[src/rtl/cla_add_arbiter_pkg.sv]
// Shared types and constants for the two-requester 5-bit CLA add arbiter.
package cla_pkg;

    localparam int CLA_W = 5;

    localparam logic REQ0 = 1'b0;
    localparam logic REQ1 = 1'b1;

    typedef struct packed {
        logic             id;
        logic [CLA_W-1:0] a;
        logic [CLA_W-1:0] b;
    } op_t;

endpackage

[src/rtl/cla_add_arbiter_cla5_core.sv]
// Purely combinational 5-bit carry-lookahead adder with flattened carry equations.
module cla5_core
    import cla_pkg::*;
(
    input  logic [CLA_W-1:0] a,
    input  logic [CLA_W-1:0] b,
    input  logic             cin,
    output logic [CLA_W-1:0] sum,
    output logic             cout
);

    logic [CLA_W-1:0] p_s;
    logic [CLA_W-1:0] g_s;
    logic [CLA_W:0]   c_s;

    assign p_s = a ^ b;
    assign g_s = a & b;

    // Every carry is a two-level sum of products, no ripple through lower bits
    assign c_s[0] = cin;
    assign c_s[1] = g_s[0] | (p_s[0] & cin);
    assign c_s[2] = g_s[1] | (p_s[1] & g_s[0]) | (p_s[1] & p_s[0] & cin);
    assign c_s[3] = g_s[2] | (p_s[2] & g_s[1]) | (p_s[2] & p_s[1] & g_s[0])
                  | (p_s[2] & p_s[1] & p_s[0] & cin);
    assign c_s[4] = g_s[3] | (p_s[3] & g_s[2]) | (p_s[3] & p_s[2] & g_s[1])
                  | (p_s[3] & p_s[2] & p_s[1] & g_s[0])
                  | (p_s[3] & p_s[2] & p_s[1] & p_s[0] & cin);
    assign c_s[5] = g_s[4] | (p_s[4] & g_s[3]) | (p_s[4] & p_s[3] & g_s[2])
                  | (p_s[4] & p_s[3] & p_s[2] & g_s[1])
                  | (p_s[4] & p_s[3] & p_s[2] & p_s[1] & g_s[0])
                  | (p_s[4] & p_s[3] & p_s[2] & p_s[1] & p_s[0] & cin);

    assign sum  = p_s ^ c_s[CLA_W-1:0];
    assign cout = c_s[CLA_W];

endmodule

[src/rtl/cla_add_arbiter.sv]
// Round-robin arbiter sharing one registered CLA add pipeline between two requesters;
// results come back two clocks after acceptance, tagged with the issuing requester.
module cla_add_arbiter
    import cla_pkg::*;
#(
    parameter int W     = 5,
    parameter int CNT_W = 8
) (
    input  logic             clk,
    input  logic             rst_n,
    input  logic             en,
    input  logic             flush,
    input  logic             req0_valid,
    input  logic [W-1:0]     req0_a,
    input  logic [W-1:0]     req0_b,
    output logic             req0_ready,
    input  logic             req1_valid,
    input  logic [W-1:0]     req1_a,
    input  logic [W-1:0]     req1_b,
    output logic             req1_ready,
    output logic             rsp_valid,
    output logic             rsp_id,
    output logic [W-1:0]     rsp_sum,
    output logic             rsp_cout,
    output logic [CNT_W-1:0] cnt0,
    output logic [CNT_W-1:0] cnt1,
    output logic             busy
);

    logic             ptr_r;
    logic             grant_ok_s;
    logic             winner_s;
    logic             xfer_s;
    op_t              op_in_s;
    op_t              op1_r;
    logic             v1_r;
    logic             v2_r;
    logic             rsp_id_r;
    logic [W-1:0]     rsp_sum_r;
    logic             rsp_cout_r;
    logic [CNT_W-1:0] cnt0_r;
    logic [CNT_W-1:0] cnt1_r;
    logic [W-1:0]     core_sum_s;
    logic             core_cout_s;

    // Winner selection; with nobody valid the pointer's requester is offered ready
    always_comb begin
        grant_ok_s = en & ~flush;
        if (req0_valid && req1_valid) begin
            winner_s = ptr_r;
        end else if (req1_valid) begin
            winner_s = REQ1;
        end else if (req0_valid) begin
            winner_s = REQ0;
        end else begin
            winner_s = ptr_r;
        end
    end

    // Operand mux and transfer qualification for the winning requester
    always_comb begin
        op_in_s.id = winner_s;
        if (winner_s == REQ1) begin
            op_in_s.a = req1_a;
            op_in_s.b = req1_b;
            xfer_s    = grant_ok_s & req1_valid;
        end else begin
            op_in_s.a = req0_a;
            op_in_s.b = req0_b;
            xfer_s    = grant_ok_s & req0_valid;
        end
    end

    assign req0_ready = grant_ok_s & (winner_s == REQ0);
    assign req1_ready = grant_ok_s & (winner_s == REQ1);

    // Round-robin pointer: hand priority to the loser after every transfer
    always_ff @(posedge clk or negedge rst_n) begin
        if (!rst_n) begin
            ptr_r <= REQ0;
        end else if (xfer_s) begin
            ptr_r <= ~winner_s;
        end else begin
            ptr_r <= ptr_r;
        end
    end

    // Stage 1: operand capture; data holds when nothing is accepted
    always_ff @(posedge clk or negedge rst_n) begin
        if (!rst_n) begin
            v1_r  <= 1'b0;
            op1_r <= '0;
        end else if (flush) begin
            v1_r  <= 1'b0;
        end else if (xfer_s) begin
            v1_r  <= 1'b1;
            op1_r <= op_in_s;
        end else begin
            v1_r  <= 1'b0;
        end
    end

    cla5_core u_core (
        .a    (op1_r.a),
        .b    (op1_r.b),
        .cin  (1'b0),
        .sum  (core_sum_s),
        .cout (core_cout_s)
    );

    // Stage 2: result capture; result registers keep the last answer when idle
    always_ff @(posedge clk or negedge rst_n) begin
        if (!rst_n) begin
            v2_r       <= 1'b0;
            rsp_id_r   <= REQ0;
            rsp_sum_r  <= '0;
            rsp_cout_r <= 1'b0;
        end else if (flush) begin
            v2_r       <= 1'b0;
        end else if (v1_r) begin
            v2_r       <= 1'b1;
            rsp_id_r   <= op1_r.id;
            rsp_sum_r  <= core_sum_s;
            rsp_cout_r <= core_cout_s;
        end else begin
            v2_r       <= 1'b0;
        end
    end

    // Completion counters count every presented response and wrap silently
    always_ff @(posedge clk or negedge rst_n) begin
        if (!rst_n) begin
            cnt0_r <= '0;
            cnt1_r <= '0;
        end else if (v2_r) begin
            if (rsp_id_r == REQ1) begin
                cnt1_r <= cnt1_r + CNT_W'(1);
            end else begin
                cnt0_r <= cnt0_r + CNT_W'(1);
            end
        end else begin
            cnt0_r <= cnt0_r;
            cnt1_r <= cnt1_r;
        end
    end

    assign rsp_valid = v2_r;
    assign rsp_id    = rsp_id_r;
    assign rsp_sum   = rsp_sum_r;
    assign rsp_cout  = rsp_cout_r;
    assign cnt0      = cnt0_r;
    assign cnt1      = cnt1_r;
    assign busy      = v1_r | v2_r;

endmodule

[config.mk]
export PLATFORM = sky130hd
export DESIGN_NAME = cla_add_arbiter
export DESIGN_NICKNAME = d
export VERILOG_FILES = /design/src/rtl/cla_add_arbiter_pkg.sv /design/src/rtl/cla_add_arbiter_cla5_core.sv /design/src/rtl/cla_add_arbiter.sv
export SDC_FILE = /design/constraint.sdc
export NUM_CORES = 1
export LEC_CHECK = 0
export ABC_AREA = 1
export CAP_MARGIN = 10
export CORE_MARGIN = 3
export CORE_UTILIZATION = 45
export CTS_BUF_LIST = sky130_fd_sc_hd__clkbuf_8
export CTS_CLUSTER_SIZE = 25
export DETAILED_ROUTE_END_ITERATION = 10
export PLACE_DENSITY = 0.85
export SLEW_MARGIN = 20
export SYNTH_ARGS = -nofsm -noshare
export SYNTH_HDL_FRONTEND = slang
export SYNTH_SLANG_ARGS = --single-unit
[constraint.sdc]
create_clock -name clk -period 1.45 [get_ports clk]
set_clock_uncertainty 0.15 [all_clocks]
set_input_delay 0.29 -clock clk [delete_from_list [all_inputs] [get_ports clk]]
set_output_delay 0.29 -clock clk [all_outputs]
set_load 0.01 [all_outputs]
==> results.sh <==
export IMPL_dp_cells=341
export IMPL_seq_power_share=0.394
export IMPL_required_ns=1.01
export IMPL_failed_checks="setup timing"
export IMPL_filler_cell_count=279
export IMPL_grt_ovfl_total=0
export IMPL_clkLatencyLatePin_ns=0.29
export IMPL_clk_transition_reported_paths_ns=0.07
export IMPL_antenna_found_initial=0
export IMPL_status="finished, violations left"
export IMPL_pre_repair_dr_iteration_count=5
export IMPL_p_r_area_growth_vs_syn_pct=57.6
export IMPL_drv_cap=0
export IMPL_post_synth_instance_area_um2=1920
export IMPL_worstPathCellList="a21oi_2, a21oi_4, nor2_1, buf_2"
export IMPL_endpoint_worst_hold="rsp_sum[3]$_DFFE_PN0P_"
export IMPL_timing_hold_worst_class="register to register"
export IMPL_timing_critical_path_slowest_cell_delay_ns=0.39
export IMPL_sequential_cell_area_um2=926
export IMPL_starting_density_of_the_core=0.474
export IMPL_synthDominantAreaCellType="sky130_fd_sc_hd__dfrtp_1"
export IMPL_clkSinkCount=37
export IMPL_post_route_period_util=1.11
export IMPL_groute_usage_overall=0.188
export IMPL_die_width_um=71.4
export IMPL_path_class="register to output pin"
export IMPL_r2r_setup_slack_ns=-0.02
export IMPL_clock_power_share=0.196
export IMPL_reg2reg_depth=5
export IMPL_design_core_area_um2=4060
export IMPL_synth_edf_count=0
export IMPL_power_static_leakage_nw=1.60
export IMPL_sequential_to_total_area_share_from_yosys_stat=0.481
export IMPL_hold_start="rsp_sum[3]$_DFFE_PN0P_"
export IMPL_finish_net_count=354
export IMPL_power_net_switching_w=0.00128
export IMPL_design_power_total_w=0.00362
export IMPL_power_per_cell_area_nw_per_um2=1190
export IMPL_wl_per_cell_um=13.3
export IMPL_via_count=1794
export IMPL_cp_end_kind="output pin"
export IMPL_internal_power_w=0.00234
export IMPL_post_synth_main_area_contributors="sky130_fd_sc_hd__dfrtp_1 (48%), sky130_fd_sc_hd__nand2_1 (9.2%), sky130_fd_sc_hd__inv_1 (6.8%), sky130_fd_sc_hd__ha_1 (5.2%), sky130_fd_sc_hd__nand3_1 (4.9%)"
export IMPL_design_die_area_um2=5100
export IMPL_start_kind="register"
export IMPL_count_of_port_buffers_added_during_placement=52
export IMPL_grt_max_degree=38
export IMPL_post_dp_hpwl_um=3130
export IMPL_io_pins=53
export IMPL_cts_buffers_inserted=5
export IMPL_setup_violations=5
export IMPL_worst_ir_drop_vdd_mv=0.665
export IMPL_max_slew_margin_rel=0.830
export IMPL_yosys_area_top_type_share=0.481
export IMPL_tightestPinTransition_ns=0.254
export IMPL_mean_post_synth_cell_area_um2=8.63
export IMPL_critical_path_n_buffers_inverters=1
export IMPL_cts_tree="yes"
export IMPL_synth_most_common_cell="sky130_fd_sc_hd__nand2_1"
export IMPL_globalplace_congestion=0.765
export IMPL_hold_slack_ns=0.328
export IMPL_drt_vias_per_instance=4.85
export IMPL_antenna_cells=0
export IMPL_synth_nets=258
export IMPL_worst_r2r_endpoint="rsp_sum[2]$_DFFE_PN0P_"
export IMPL_drtAntennaViolNets=0
export IMPL_critical_path_reg2reg_startpoint="op1_r[0]$_DFFE_PN0P_"
export IMPL_final_max_slew_violation_count=0
export IMPL_syn_instance_count=223
export IMPL_critical_path_top_delay_family="flip-flops"
export IMPL_critical_path_arrival_ns=1.17
export IMPL_setup_repair_after_global_routing_missed_its_margin="true"
export IMPL_layout_drive_gt1_share=0.300
export IMPL_wirelength_routed_um=4930
export IMPL_pwr_share_comb=0.410
export IMPL_depth_of_the_cts_h_tree=2
export IMPL_cts_root_to_sink_buffers=2
export IMPL_placement_rows=23
export IMPL_hold_violations=0
export IMPL_critical_path_slowest_cell="sky130_fd_sc_hd__dfrtp_1"
export IMPL_layout_min_cycle_time_ns=1.61
export IMPL_power_switching_share=0.355
export IMPL_asyncSetResetFlopFracSynth=1.00
export IMPL_ys_dominant_reg_cell="sky130_fd_sc_hd__dfrtp_1"
export IMPL_yosys_warnings=0
export IMPL_remaining_drc_errors=0
export IMPL_root_buffer="sky130_fd_sc_hd__clkbuf_8"
export IMPL_total_area_of_multi_input_combinational_cells_um2=956
export IMPL_dp_slack_ns=-0.743
export IMPL_vias_in_the_first_global_route=1751
export IMPL_synth_cell_types=27
export IMPL_fmax_mhz=620
export IMPL_cp_max_fo=3
export IMPL_post_route_worst_setup_slack_ns=-0.164
export IMPL_worstHoldPathCells=2
export IMPL_grt_pass1_wl_um=7610
export IMPL_synth_commonest_cells="sky130_fd_sc_hd__nand2_1 (47), sky130_fd_sc_hd__dfrtp_1 (37), sky130_fd_sc_hd__inv_1 (35)"
export IMPL_fin_util=0.747
export IMPL_ys_ff_latch=37
export IMPL_vertical_extent_of_the_die_um=71.4
export IMPL_drtIter0Drc=121
export IMPL_final_cells=370
==> power by group through the flow <==
stage               Combinational (W)  Clock (W)  Sequential [W]
floorplan                    0.000557          0         0.00153
global placement              0.00124          0         0.00144
detailed placement            0.00129          0         0.00145
CTS                           0.00133   0.000725         0.00142
global route                  0.00163   0.000768         0.00146
finish                        0.00149   0.000711         0.00143
==> through the flow <==
step,cell area [um^2],TNS (ns)
floorplan,1920,0
finish,3030,-0.388
global route,3030,-0.779
detailed placement,2650,-6.13
global placement,2650,-5.78
CTS,2870,-0.360
==> flip-flops by register name, indices dropped and copies added, names as in the netlist <==
signal and count:
rsp_id 1, op1_r 11, rsp_cout 1, v1_r 1, rsp_sum 5, rsp_valid 1
cnt1 8, cnt0 8, ptr_r 1
==> placed cells by master, fill, tap and decap left out, drive strengths merged, types with 4 or more instances in the layout <==
master and n:
a21oi 17, buf 45, clkbuf 5, clkdlybuf4s50 20
dfrtp 37, dlygate4sd2 25, ha 8, inv 38
nand2 50, nand3 19, nor2 25, xnor2 4
xor2 7
==> cells by family after synthesis <==
logic type / after synthesis / share of synthesized area
buf+inv: 42 / 0.0904
xor+xnor: 11 / 0.0501
flops: 37 / 0.481
fa+ha+maj: 9 / 0.0624
mux: 2 / 0.0117
simple gates: 100 / 0.235
compound gates: 22 / 0.0689
==> per-layer routing <==
layer	up-vias	GRT usage	wire length (um)
met5	-	0	0
met4	0	0.0752	78
met3	5	0.0309	171
met2	47	0.317	2740
met1	861	0.240	1950
li1	881	-	-
==> what timing repair did <==
action,CTS,global route
gates resized for setup,55,33
cloned,1,0
hold buffers,1,0
hold endpoints to repair,37,0
pin swaps,5,10
endpoints found under the setup margin,42,25
setup buffers,13,9
==> worst register-to-register path, stage by stage, from the launching register on <==
cell and delay, ns:
sky130_fd_sc_hd__dfrtp_1 0.37, sky130_fd_sc_hd__ha_2 0.21, sky130_fd_sc_hd__inv_2 0.04, sky130_fd_sc_hd__fa_2 0.35, sky130_fd_sc_hd__xor2_1 0.17, sky130_fd_sc_hd__o21ai_1 0.07
==> cell type report <==
type,count,area share
flip-flops and latches,37,0.305
clock buffers,5,0.0227
repair buffers,93,0.283
well taps,50,0.0206
clock inverters,3,0.00578
multi-input cells,144,0.315
inverters,38,0.0479
==> worst max-delay path by stage <==
stage | from | to | slack (ns) | cells past startpoint
5_1_grt | ptr_r$_DFFE_PN0P_ | req0_ready | -0.23 | 4
3_5_place_dp | req1_valid | req1_ready | -0.74 | 6
3_3_place_gp | req1_valid | req1_ready | -0.72 | 6
4_1_cts | ptr_r$_DFFE_PN0P_ | req1_ready | -0.16 | 5
6_report | ptr_r$_DFFE_PN0P_ | req0_ready | -0.16 | 4
2_1_floorplan | req0_valid | req1_ready | 0.06 | 6
Power figures use the tool's default switching activity.
==> RTL edit: new RTL, same flow settings <==
Make the reset (`rst_n`) synchronous in 4 clocked blocks.
--- a/src/rtl/cla_add_arbiter.sv
+++ b/src/rtl/cla_add_arbiter.sv
@@ -77,3 +77,3 @@
     // Round-robin pointer: hand priority to the loser after every transfer
-    always_ff @(posedge clk or negedge rst_n) begin
+    always_ff @(posedge clk) begin
         if (!rst_n) begin
@@ -88,3 +88,3 @@
     // Stage 1: operand capture; data holds when nothing is accepted
-    always_ff @(posedge clk or negedge rst_n) begin
+    always_ff @(posedge clk) begin
         if (!rst_n) begin
@@ -111,3 +111,3 @@
     // Stage 2: result capture; result registers keep the last answer when idle
-    always_ff @(posedge clk or negedge rst_n) begin
+    always_ff @(posedge clk) begin
         if (!rst_n) begin
@@ -130,3 +130,3 @@
     // Completion counters count every presented response and wrap silently
-    always_ff @(posedge clk or negedge rst_n) begin
+    always_ff @(posedge clk) begin
         if (!rst_n) begin
Behaviour: differs if rst_n is asserted again (counterexample within 4 cycles, from zero or initial values and one cycle with rst_n low); with rst_n held inactive, the same outputs for 10 cycles.
==> RTL edit against the original RTL <==
  * The flow still finishes with violations (negative setup slack)
  * Synthesized area fell by 2.6%
  * Count of clock-buffer cells in the layout rose by 2
  * Via count rose by 7.1%
  * Setup slack improved by 0.0065 ns
  * Final area fell by 5.0%
  * Wire length fell by 4.3%
  * Hold slack improved by 0.012 ns
  * Sequential share of layout area fell by 4.3 points
  * Sequential cell count did not move
Power is not compared: it rests on default switching activity, and its combinational part moved more than twofold at a synthesized area within 25%.
==> RTL edit: results (changes against the original RTL) <==
| Metric | Value |
|---|---|
| Status | complete, but fails checks (unchanged) |
| Failing checks | negative setup slack (unchanged) |
| Cell-internal power | 0.00164 W |
| Worst setup margin | -0.158 ns (was -0.164 ns) |
| First-pass GRT wire length | 7.60 mm (was 7.61 mm) |
| Mapped Nets | 301 (was 258) |
| Starting DRT DRC Count | 93 (was 121) |
| Worst Setup Slack post-DPL | -0.727 ns (was -0.743 ns) |
| Main flop type after synthesis | dfxtp_1 (was dfrtp_1) |
| Initial antenna violation count | 0 (unchanged) |
| Synth cell count leaders | nand2_1 (76), dfxtp_1 (37), nor2_1 (37), inv_1 (27), a21oi_1 (17) (was nand2_1 (47), dfrtp_1 (37), inv_1 (35), nor2_1 (21), nand3_1 (19)) |
| Worst min path class | reg2reg (unchanged) |
| # setup viols final | 13 (was 5) |
| Port bufs | 52 (unchanged) |
| WL/cell | 11.8 um (was 13.3 um) |
| Vias in the first global route | 1,847 (was 1,751) |
| Post-synthesis sequential area ratio | 39.5% (was 48.1%) |
| YS warnings | 0 (unchanged) |
| Share of post-route cells with drive strength above 1 | 27.5% (was 30.0%) |
| Largest net degree at the start of global routing | 16 (was 38) |
| Nets@finish | 387 (was 354) |
| Synth cell types | 24 (was 27) |
| Area after DPL | 2650 sq um (about the same) |
| GPL Wtd Cong | 0.791 (was 0.765) |
| Filler Cells Inserted | 291 (was 279) |
| LEAKAGE | 1.31 nW |
| Gr usage total | 19.0% (was 18.8%) |
| Via Count | 1,921 (was 1,794) |
| Ranking of synthesized cells by area | dfxtp_1 (40%), nand2_1 (15%), nor2_1 (7.4%) (was dfrtp_1 (48%), nand2_1 (9.2%), inv_1 (6.8%)) |
| Peak VDD IR | 557 uV |
| Crit-path max FO | 3 (unchanged) |
| TritonRoute pass-1 iters | 4 (was 5) |
| Slew @ Worst Pin | 0.279 ns (was 0.254 ns) |
| DP HPWL | 3.33 mm (was 3.13 mm) |
| FFs w/ async S/R, synth | 0% (was 100%) |
| Clock buffer depth | 2 (unchanged) |
| Biggest register | op1_r (unchanged) |
==> RTL edit: worst max-delay path: stages (launching register included) <==
cell and delay (ns):
dfxtp_2 0.35, nand2_2 0.06, nand2_2 0.08, o21ai_4 0.09, inv_2 0.06, nor2_4 0.12
buf_6 0.12
==> RTL edit: kinds of logic (layout without fill, tap and decap cells) <==
logic type | after synthesis | after routing | synth area share [%]
AO/OA/AOI/OAI | 37 | 37 | 11.6
buffers and inverters | 35 | 122 | 8.01
adder cells (fa/ha/maj) | 9 | 9 | 6.41
XOR/XNOR | 3 | 3 | 1.40
AND/OR/NAND/NOR | 145 | 145 | 33.0
flip-flops | 37 | 37 | 39.5
==> RTL edit: area by class of cell <==
cell class	count	area, sq um	share of cell area (%)
multi-input combinational	194	1100	38.1
timing repair buffer	86	762	26.5
sequential	37	756	26.2
inverter	28	105	3.65
clock buffer	7	96.3	3.34
tap	48	60.1	2.09
clock inverter	1	5.00	0.174
==> RTL edit: power groups by stage <==
stage / logic [W] / clock network [W] / registers (W)
floorplan: 0.000115 / 0 / 0.00108
CTS: 0.000278 / 0.000804 / 0.00106
global placement: 0.000261 / 0 / 0.00108
detailed placement: 0.000269 / 0 / 0.00108
global route: 0.000331 / 0.000846 / 0.00106
finish: 0.000303 / 0.000790 / 0.00106
==> RTL edit: stage by stage <==
stage / hold WS, ns / instances / setup TNS [ns]
6_report: 0.340 / 401 / -1.08
5_1_grt: 0.379 / 401 / -2.06
4_1_cts: 0.337 / 398 / -0.201
3_5_place_dp: 0.329 / 387 / -6.33
3_3_place_gp: 0.312 / 387 / -5.48
2_1_floorplan: 0.263 / 266 / 0
==> RTL edit: path summary, 6_finish.rpt <==
check,endpoint,slack [ns],start,depth (start not counted)
worst min register to register,cnt1[6],0.34,cnt1[6],2
worst max register to register,op1_r[1],-0.09,ptr_r,9
worst max-delay path,req0_ready,-0.16,ptr_r,6
worst min-delay path,cnt1[6],0.34,cnt1[6],2
==> RTL edit: metal layers <==
metal	part of all wire (%)	routed length, um	track usage, %	up-vias
li1	-	-	-	1002
met1	41	1930	19.8	856
met2	52	2440	35.7	54
met3	5.5	259	5.54	9
met4	2.0	95	7.72	0
met5	0	0	0	-
==> RTL edit: repair_timing <==
item                                   in CTS  in global routing
pin swaps                                   6                  7
gates cloned                                2                  0
setup endpoints to repair                  43                 23
endpoints found under the hold margin       0                  0
setup buffers                               2                  3
gates resized for setup                    58                 25
